==> src/rtl/muldiv_seq_ctrl.sv <==
// muldiv_seq_ctrl: sequencer for the shared iterative multiply/divide unit.
// Operands are converted to magnitudes on accept, iterated one bit per cycle
// (shift-add multiply, restoring divide), and the sign fix-up is applied while
// the DONE cycle presents the result. Divide-by-zero and signed overflow skip
// the iteration and go straight to DONE.
module muldiv_seq_ctrl #(
  parameter int XLEN  = 64,
  parameter int CNT_W = $clog2(XLEN) + 1
) (
  input  logic            clk,
  input  logic            rst,
  input  logic            req_valid_i,
  input  logic            mul_en_i,
  input  logic            rs1_sign_i,
  input  logic            rs2_sign_i,
  input  logic [XLEN-1:0] rs1_data_i,
  input  logic [XLEN-1:0] rs2_data_i,
  input  logic            flush_i,
  output logic            stall_o,
  output logic            out_valid_o,
  output logic [XLEN-1:0] result_1_o,
  output logic [XLEN-1:0] result_2_o
);

  typedef enum logic [1:0] {
    ST_IDLE = 2'd0,
    ST_CALC = 2'd1,
    ST_DONE = 2'd2
  } state_t;

  state_t            state_r;
  state_t            state_nxt_s;
  logic [CNT_W-1:0]  count_r;
  logic [XLEN-1:0]   hi_r;        // mul: upper accumulator; div: partial remainder
  logic [XLEN-1:0]   lo_r;        // mul: multiplier/low product; div: dividend/quotient
  logic [XLEN-1:0]   opb_r;       // mul: multiplicand; div: divisor
  logic              mul_r;
  logic              neg_q_r;     // negate product / quotient in DONE
  logic              neg_r_r;     // negate remainder in DONE
  logic [XLEN-1:0]   result_1_r;
  logic [XLEN-1:0]   result_2_r;

  // Conditional two's complement of one XLEN word.
  function automatic logic [XLEN-1:0] neg_if(input logic n, input logic [XLEN-1:0] v);
    logic [XLEN-1:0] r;
    if (n) begin
      r = ~v + {{(XLEN-1){1'b0}}, 1'b1};
    end else begin
      r = v;
    end
    return r;
  endfunction

  // Conditional two's complement of a double-width product.
  function automatic logic [2*XLEN-1:0] neg_if2(input logic n, input logic [2*XLEN-1:0] v);
    logic [2*XLEN-1:0] r;
    if (n) begin
      r = ~v + {{(2*XLEN-1){1'b0}}, 1'b1};
    end else begin
      r = v;
    end
    return r;
  endfunction

  logic              neg1_s, neg2_s;
  logic [XLEN-1:0]   abs1_s, abs2_s;
  logic              div_zero_s, ovf_s, special_s, accept_s, last_iter_s;
  logic [XLEN:0]     mul_sum_s, div_shift_s, div_trial_s;
  logic [2*XLEN-1:0] prod_s;
  logic [XLEN-1:0]   fix_1_s, fix_2_s;

  assign neg1_s      = rs1_sign_i & rs1_data_i[XLEN-1];
  assign neg2_s      = rs2_sign_i & rs2_data_i[XLEN-1];
  assign abs1_s      = neg_if(neg1_s, rs1_data_i);
  assign abs2_s      = neg_if(neg2_s, rs2_data_i);
  assign div_zero_s  = ~mul_en_i & (rs2_data_i == {XLEN{1'b0}});
  assign ovf_s       = ~mul_en_i & rs1_sign_i & rs2_sign_i
                     & (rs1_data_i == {1'b1, {(XLEN-1){1'b0}}})
                     & (rs2_data_i == {XLEN{1'b1}});
  assign special_s   = div_zero_s | ovf_s;
  assign accept_s    = (state_r == ST_IDLE) & req_valid_i & ~flush_i;
  assign last_iter_s = (count_r == CNT_W'(XLEN-1));

  // One iteration step: add-then-shift for multiply, trial subtract for divide.
  assign mul_sum_s   = {1'b0, hi_r} + (lo_r[0] ? {1'b0, opb_r} : {(XLEN+1){1'b0}});
  assign div_shift_s = {hi_r, lo_r[XLEN-1]};
  assign div_trial_s = div_shift_s - {1'b0, opb_r};

  // Sign fix-up of the finished magnitudes, presented during DONE.
  assign prod_s  = neg_if2(neg_q_r, {hi_r, lo_r});
  assign fix_1_s = mul_r ? prod_s[XLEN-1:0]      : neg_if(neg_q_r, lo_r);
  assign fix_2_s = mul_r ? prod_s[2*XLEN-1:XLEN] : neg_if(neg_r_r, hi_r);

  // A flush arriving in DONE suppresses the pulse, so the new result is only
  // shown when the pulse is actually delivered; otherwise the last one is held.
  assign out_valid_o = (state_r == ST_DONE) & ~flush_i;
  assign stall_o     = req_valid_i & ~out_valid_o;
  assign result_1_o  = out_valid_o ? fix_1_s : result_1_r;
  assign result_2_o  = out_valid_o ? fix_2_s : result_2_r;

  // State register.
  always_ff @(posedge clk) begin
    if (rst) begin
      state_r <= ST_IDLE;
    end else begin
      state_r <= state_nxt_s;
    end
  end

  // Next-state selection.
  always_comb begin
    state_nxt_s = state_r;
    case (state_r)
      ST_IDLE: begin
        if (accept_s) begin
          if (special_s) begin
            state_nxt_s = ST_DONE;
          end else begin
            state_nxt_s = ST_CALC;
          end
        end else begin
          state_nxt_s = ST_IDLE;
        end
      end
      ST_CALC: begin
        if (flush_i) begin
          state_nxt_s = ST_IDLE;
        end else if (last_iter_s) begin
          state_nxt_s = ST_DONE;
        end else begin
          state_nxt_s = ST_CALC;
        end
      end
      ST_DONE: state_nxt_s = ST_IDLE;
      default: state_nxt_s = ST_IDLE;
    endcase
  end

  // Operand capture, iteration datapath and held results.
  always_ff @(posedge clk) begin
    if (rst) begin
      count_r    <= {CNT_W{1'b0}};
      hi_r       <= {XLEN{1'b0}};
      lo_r       <= {XLEN{1'b0}};
      opb_r      <= {XLEN{1'b0}};
      mul_r      <= 1'b0;
      neg_q_r    <= 1'b0;
      neg_r_r    <= 1'b0;
      result_1_r <= {XLEN{1'b0}};
      result_2_r <= {XLEN{1'b0}};
    end else begin
      case (state_r)
        ST_IDLE: begin
          if (accept_s) begin
            count_r <= {CNT_W{1'b0}};
            mul_r   <= mul_en_i;
            opb_r   <= mul_en_i ? abs1_s : abs2_s;
            if (mul_en_i) begin
              hi_r    <= {XLEN{1'b0}};
              lo_r    <= abs2_s;
              neg_q_r <= neg1_s ^ neg2_s;
              neg_r_r <= 1'b0;
            end else if (div_zero_s) begin
              hi_r    <= rs1_data_i;
              lo_r    <= {XLEN{1'b1}};
              neg_q_r <= 1'b0;
              neg_r_r <= 1'b0;
            end else if (ovf_s) begin
              hi_r    <= {XLEN{1'b0}};
              lo_r    <= rs1_data_i;
              neg_q_r <= 1'b0;
              neg_r_r <= 1'b0;
            end else begin
              hi_r    <= {XLEN{1'b0}};
              lo_r    <= abs1_s;
              neg_q_r <= neg1_s ^ neg2_s;
              neg_r_r <= neg1_s;
            end
          end
        end
        ST_CALC: begin
          count_r <= count_r + {{(CNT_W-1){1'b0}}, 1'b1};
          if (mul_r) begin
            hi_r <= mul_sum_s[XLEN:1];
            lo_r <= {mul_sum_s[0], lo_r[XLEN-1:1]};
          end else if (!div_trial_s[XLEN]) begin
            hi_r <= div_trial_s[XLEN-1:0];
            lo_r <= {lo_r[XLEN-2:0], 1'b1};
          end else begin
            hi_r <= div_shift_s[XLEN-1:0];
            lo_r <= {lo_r[XLEN-2:0], 1'b0};
          end
        end
        ST_DONE: begin
          if (!flush_i) begin
            result_1_r <= fix_1_s;
            result_2_r <= fix_2_s;
          end
        end
        default: begin
          count_r <= {CNT_W{1'b0}};
        end
      endcase
    end
  end

endmodule

==> config.mk <==
export PLATFORM = sky130hd
export DESIGN_NAME = muldiv_seq_ctrl
export DESIGN_NICKNAME = d
export VERILOG_FILES = /design/src/rtl/muldiv_seq_ctrl.sv
export SDC_FILE = /design/constraint.sdc
export NUM_CORES = 2
export LEC_CHECK = 0
export CAP_MARGIN = 20
export CORE_ASPECT_RATIO = 0.9
export CORE_MARGIN = 4
export CORE_UTILIZATION = 40
export DETAILED_ROUTE_END_ITERATION = 8
export GPL_TIMING_DRIVEN = 0
export SETUP_SLACK_MARGIN = 0.4
export SLEW_MARGIN = 20
export SYNTH_ARGS = -nofsm -noshare
export SYNTH_HDL_FRONTEND = slang
export SYNTH_SLANG_ARGS = --single-unit
export TNS_END_PERCENT = 100
==> constraint.sdc <==
create_clock -name clk -period 4.15 [get_ports clk]
set_input_delay 1.245 -clock clk [delete_from_list [all_inputs] [get_ports clk]]
set_output_delay 1.245 -clock clk [all_outputs]
set_load 0.05 [all_outputs]
=== After elaboration in Yosys (flattened, before gate mapping) ===
Cells that the tools add are included.

* Register bits: 332
* Bits in latches: 0
* Memory bits (writable): 0
* Memory bits (read-only): 0
* Output and inout port bits: 130
* Logic and storage cells: 90
* Memories kept: 0

* $add $sub $neg: 8
* Multipliers: 0
* Div/mod/pow operators: 0
* $lt $le $gt $ge: 0
* Eq/ne operators: 6
* Shifts and indexed selects: 0
* Mux-type cells: 37
* Bitwise operators: 22
* Reductions and logical operators: 7

{| class="wikitable"
|+ Operator list
! kind !! count
|-
| 64-bit two-way mux || 20
|-
| 64-bit by 1-bit adder with 64-bit output (second input constant) || 4
|-
| 64-bit NOT || 4
|-
| 64-bit case mux with 2 select lines || 2
|-
| 128-bit by 1-bit adder with 128-bit output (second input constant) || 1
|-
| 64-bit == test (second input constant) || 2
|-
| 128-bit two-way mux || 1
|-
| 128-bit NOT || 1
|-
| 64-bit by 64-bit adder with 65-bit output || 1
|-
| 65-bit by 64-bit subtractor with 65-bit output || 1
|-
| 64-bit logical NOT || 1
|-
| 7-bit case mux with 3 select lines || 1
|-
| 1-bit AND || 11
|-
| 2-bit two-way mux || 4
|-
| 2-bit AND reduction || 4
|-
| 7-bit by 1-bit adder with 7-bit output (second input constant) || 1
|-
| 7-bit by 6-bit == test with 1-bit output (second input constant) || 1
|-
| 1-bit two-way mux || 7
|-
| 7-bit two-way mux || 1
|-
| 1-bit NOT || 4
|-
| 2-bit case mux with 2 select lines || 1
|-
| 2-bit by 1-bit == test with 1-bit output (second input constant) || 1
|-
| 2-bit == test (second input constant) || 1
|-
| 2-bit logical NOT || 1
|-
| other kinds (4) || 4
|}

=== Longest topological paths before layout ===
* Word-level depth: 10
* Gate-level depth with buffers: 16
* Gate-level depth less buffers: 13

=== Worst setup path after synthesis ===
OpenSTA, ideal clock, no wires.

* Path kind: flip-flop to output port
* From: reg lo_r[0]
* To: out result_2_o[38]
* Arrival: 3,628 ps
* Required time: 2,905 ps
* Setup slack: -723 ps
* Cell stages (with the launch flop): 13
* Path buffers: 2
* Cell sequence: dfxtp_1 > inv_1 > clkbuf_1 > buf_1 > ha_1 > nor3b_1 > nand4b_1 > nand4bb_1 > nor2_1 > a31oi_1 > nor2_1 > xor2_1 > o21ai_0

* Word-level cells in the longest chain between the ends: 5

{| class="wikitable"
|+ Ends and longest elaborated chain
! what !! line !! text
|-
| from (decl) || 35 || <nowiki>logic [XLEN-1:0] lo_r;</nowiki>
|-
| from (signal assigned) || 144 || <nowiki>lo_r <= {XLEN{1'b0}};</nowiki>
|-
| from (signal assigned) || 160 || <nowiki>lo_r <= abs2_s;</nowiki>
|-
| from (signal assigned) || 165 || <nowiki>lo_r <= {XLEN{1'b1}};</nowiki>
|-
| 128-bit NOT || 58 || <nowiki>r = ~v + {{(2*XLEN-1){1'b0}}, 1'b1};</nowiki>
|-
| 128-bit by 1-bit adder with 128-bit output || 58 ||
|-
| 128-bit two-way mux || 57 || <nowiki>if (n) begin</nowiki>
|-
| 64-bit two-way mux || 92 || <nowiki>assign fix_2_s = mul_r ? prod_s[2*XLEN-1:XLEN] : neg_if(neg_r_r, hi_r);</nowiki>
|-
| 64-bit two-way mux || 99 || <nowiki>assign result_2_o = out_valid_o ? fix_2_s : result_2_r;</nowiki>
|-
| to (decl) || 22 || <nowiki>output logic [XLEN-1:0] result_2_o</nowiki>
|}

No other way between the ends.

=== Worst setup path after layout ===
* From: reg lo_r[25]
* To: out result_2_o[41]

The elaborated chain is that of the path after synthesis.

==> key figures <==
CTS
  • CTS Buf Count: 40
  • CTS Sinks: 332
  • Hold Buf Count CTS: 0
  • CTS root buf: clkbuf_16
  • Clk slew on worst S/H paths: 0.06 ns
  • Clk Latency, worst-skew pair: 0.58 ns
  • Longest Clk Path Bufs: 3
  • H-tree levels: 2
  • CTS tree: done

Finish
  • Nets: 5002
  • Register Area: 6764 µm²
  • Fill count: 6809
  • Footprint of the multi-input gates: 26870 µm²
  • Layout area overhead: 46.71%
  • Proportion of layout cells with a drive suffix above 1: 0.2924
  • Layout Utilization: 0.5968

Synth
  • Post-synthesis compound-gate area fraction: 0.2926
  • Largest family of logic cells by synthesized area: compound AO/OA/AOI/OAI gates
  • Mux contribution to synthesized area: 0.03985
  • Gate Count Post-Synth: 4142
  • Number of synthesized register bits: 332
  • Async set or reset register ratio after synthesis: 0
  • Post-Synth Simple-Gate Area: 0.2320
  • Synthesized area: 29950 µm²
  • Post-Synth Adder-Cell Area: 0.05731
  • Post-synthesis cell type count: 98
  • Syn Nets: 4413
  • Seq/Total Area, Yosys: 0.2219
  • Number of enable flip-flop cells after synthesis: 0
  • Main synth FF type: dfxtp_1
  • Synth warn: 0
  • Post-synthesis xor/xnor area fraction: 0.1038
  • Syn avg cell area: 7.231 µm²

STA
  • RSZ-0062 raised after global routing: true
  • Tcrit/Tclk final: 1.262
  • Setup ws final: -1.086 ns
  • Slew Viols, Final: 0
  • Worst-Margin Slew: 1.365 ns
  • Crit path time final: 5.236 ns
  • Setup-failing EPs final: 112
  • Clock skew: 0.01624 ns
  • Max Fclk: 191.0 MHz
  • Final Hold Fails: 0
  • Relative slew slack: 0.08980
  • Hold slack final: 0.4556 ns

Route
  • Drt via density: 6.624
  • Final WL: 182600 µm
  • WL/cell: 31.91 µm
  • Detailed Routing Iterations Pass 1: 6
  • # DRC: 0
  • ANT nets after route: 0
  • Initial DRC Count: 5647
  • Via Count: 37908

GRT
  • First-pass GRT wire length: 249600 µm
  • Largest net degree at the start of global routing: 13
  • Initial antenna violation count: 5
  • Vias in the first global route: 34870
  • Congestion Overflow GR: 0
  • Global Route Usage Sum: 0.4324

Die
  • Core Area: 73630 µm²
  • I/O pins: 265
  • Initial core utilization: 0.4068
  • Die Width: 296.4 µm
  • Die ar.: 79330 µm²
  • Die span in y: 267.6 µm
  • Row cnt: 94

Placement
  • Post-DP HPWL: 141800 µm
  • Port Buffers: 260
  • RePlAce Congestion: 1.062

Critical path
  • Worst setup SP type: flop
  • Critical Path End Type: output port
  • Critical path class: reg2out
  • Required @ worst endpoint: 2.90 ns
  • Crit-path max FO: 6
  • Arrival time worst endpoint: 3.99 ns

Pwr
  • Leakage: 17.08 nW
  • Pwr dens: 373.5 nW/µm²
  • Comb pwr share: 0.544
  • Switching power share of the total: 0.4556
  • Worst VDD drop: 0.0003131 V
  • NetSw: 7.478 mW
  • Sequential Power Share: 0.228
  • Clk pwr share: 0.228
  • Internal power: 8.935 mW

Run
  • Max_cap viols: 0

Status
  • Run status: finished, violations left
  • Failing checks: negative setup slack

Worst hold path
  • Worst min path class: reg2reg
## path summary, 6_finish.rpt
path	from	end	slack, ns	depth (start not counted)
worst max-delay path	lo_r[25]	result_2_o[41]	-1.09	12
worst min-delay path	opb_r[6]	opb_r[6]	0.46	2
worst min register to register	opb_r[6]	opb_r[6]	0.46	2
worst max register to register	lo_r[0]	hi_r[59]	0.05	16
## kinds of logic (layout without fill, tap and decap cells)
kind of cell               count (synthesis)  count (layout)
and+or+nand+nor                         1429            1429
AOI/OAI and AO/OA                       1369            1369
buffers and inverters                    406            1024
xor gates and xnor gates                 355             355
DFF                                      332             332
adders and majority gates                136             136
muxes                                    115             115
other                                      0               3
## synth_stat cells (all sizes together), types with 26 or more instances
library cell    n  area share
nand4          70       0.015
ha            134       0.056
nor4           57       0.015
or3            40      0.0085
a31oi          59       0.012
nor2          385       0.048
o41ai          26      0.0076
mux2           34       0.013
mux2i          81       0.027
clkbuf        246       0.031
a21oi         375       0.063
nand2         458       0.057
a22oi          50       0.013
xor2          169       0.049
nor3           81       0.014
nand3          44      0.0075
nand2b         31      0.0065
or4            26      0.0066
a22o           32      0.0094
o21ai         343       0.057
buf            46      0.0075
a21o           63       0.016
xnor2         186       0.054
inv           112       0.014
a221oi         40       0.012
o31ai          45       0.011
dfxtp         332        0.22
o21a           27      0.0068
o211ai         41       0.010
o21bai         28      0.0070
a211oi         85       0.021
and2          140       0.029
## registers in the layout, summed over array words and instances (netlist names)
register    cells
state_r         2
neg_r_r         1
lo_r           64
hi_r           64
opb_r          64
count_r         7
result_2_r     64
result_1_r     64
mul_r           1
neg_q_r         1
## critical path: stages, from the launching register on
cell and delay [ns]:
dfxtp_4 0.34, or4_4 0.53, or3_4 0.34, buf_6 0.13
nand4b_4 0.33, nor3_4 0.35, buf_6 0.16, nand4_1 0.13
a21oi_4 0.33, o21ai_2 0.12, xor2_2 0.19, mux2_4 0.30
buf_8 0.15
## cell usage in the layout (no fill, tap or decap), types with 29 or more instances in the layout
cell	instances
nor3_1	62
o211ai_1	41
dfxtp_1	282
xor2_2	46
xnor2_2	48
nand4_1	70
buf_4	191
clkdlybuf4s50_1	73
nor2_1	356
a221oi_1	29
a22oi_1	49
ha_1	120
buf_8	53
inv_1	106
a22o_1	32
xnor2_1	132
nand3_1	34
and2_1	133
mux2i_1	79
buf_6	186
a31oi_1	40
or3_1	31
xor2_1	117
a21oi_2	37
clkbuf_1	162
a211oi_1	61
o21ai_2	65
o21ai_1	44
o21ai_0	159
o21ai_4	75
a21o_1	61
a21oi_1	312
nand2_1	411
clkbuf_16	47
clkbuf_2	56
## metrics by stage
| stage | worst slack [ns] | area (µm²) | TNS, ns | power [mW] | std cells |
|---|---|---|---|---|---|
| floorplan | 0.1561 | 31200 | 0 | 7.921 | 4142 |
| global placement | -2.705 | 35000 | -676.29 | 10.34 | 5362 |
| detailed placement | -2.758 | 35030 | -585.99 | 10.33 | 5365 |
| CTS | -0.9770 | 41270 | -70.07 | 15.26 | 5618 |
| global route | -1.142 | 43940 | -89.50 | 16.79 | 5721 |
| finish | -1.086 | 43940 | -81.92 | 16.41 | 5723 |
## per-layer routing
metal / wire length, µm / GRT usage / up-vias
met3: 25240 / 0.1479 / 565
met4: 10370 / 0.1912 / 0
met5: 0 / 0 / -
met1: 73190 / 0.5871 / 18392
li1: - / - / 16278
met2: 73800 / 0.6186 / 2673
## timing repair
| action | CTS | global route |
|---|---|---|
| setup buffers | 177 | 99 |
| gates cloned | 5 | 2 |
| pin swaps | 198 | 226 |
| resized for setup | 1760 | 449 |
| setup endpoints to repair | 428 | 308 |
## layout make-up
class                      instances  share of cell area
sequential                       332              0.1539
clock inverter                    16            0.004100
clock buffer                      55             0.02634
buffer                           292             0.03975
tap                              960             0.02733
inverter                         114            0.009994
timing repair buffer             547              0.1269
multi-input combinational       3404              0.6115
antenna                            3           0.0001708
## power groups by stage
stage          clock [mW]  combinational, mW  sequential, mW
2_1_floorplan           0               4.36            3.57
3_3_place_gp            0               6.59            3.75
3_5_place_dp            0               6.57            3.76
4_1_cts              3.73               7.84            3.70
5_1_grt              3.86               9.20            3.74
6_report             3.74               8.92            3.75
(Power assumes the default switching activity.)
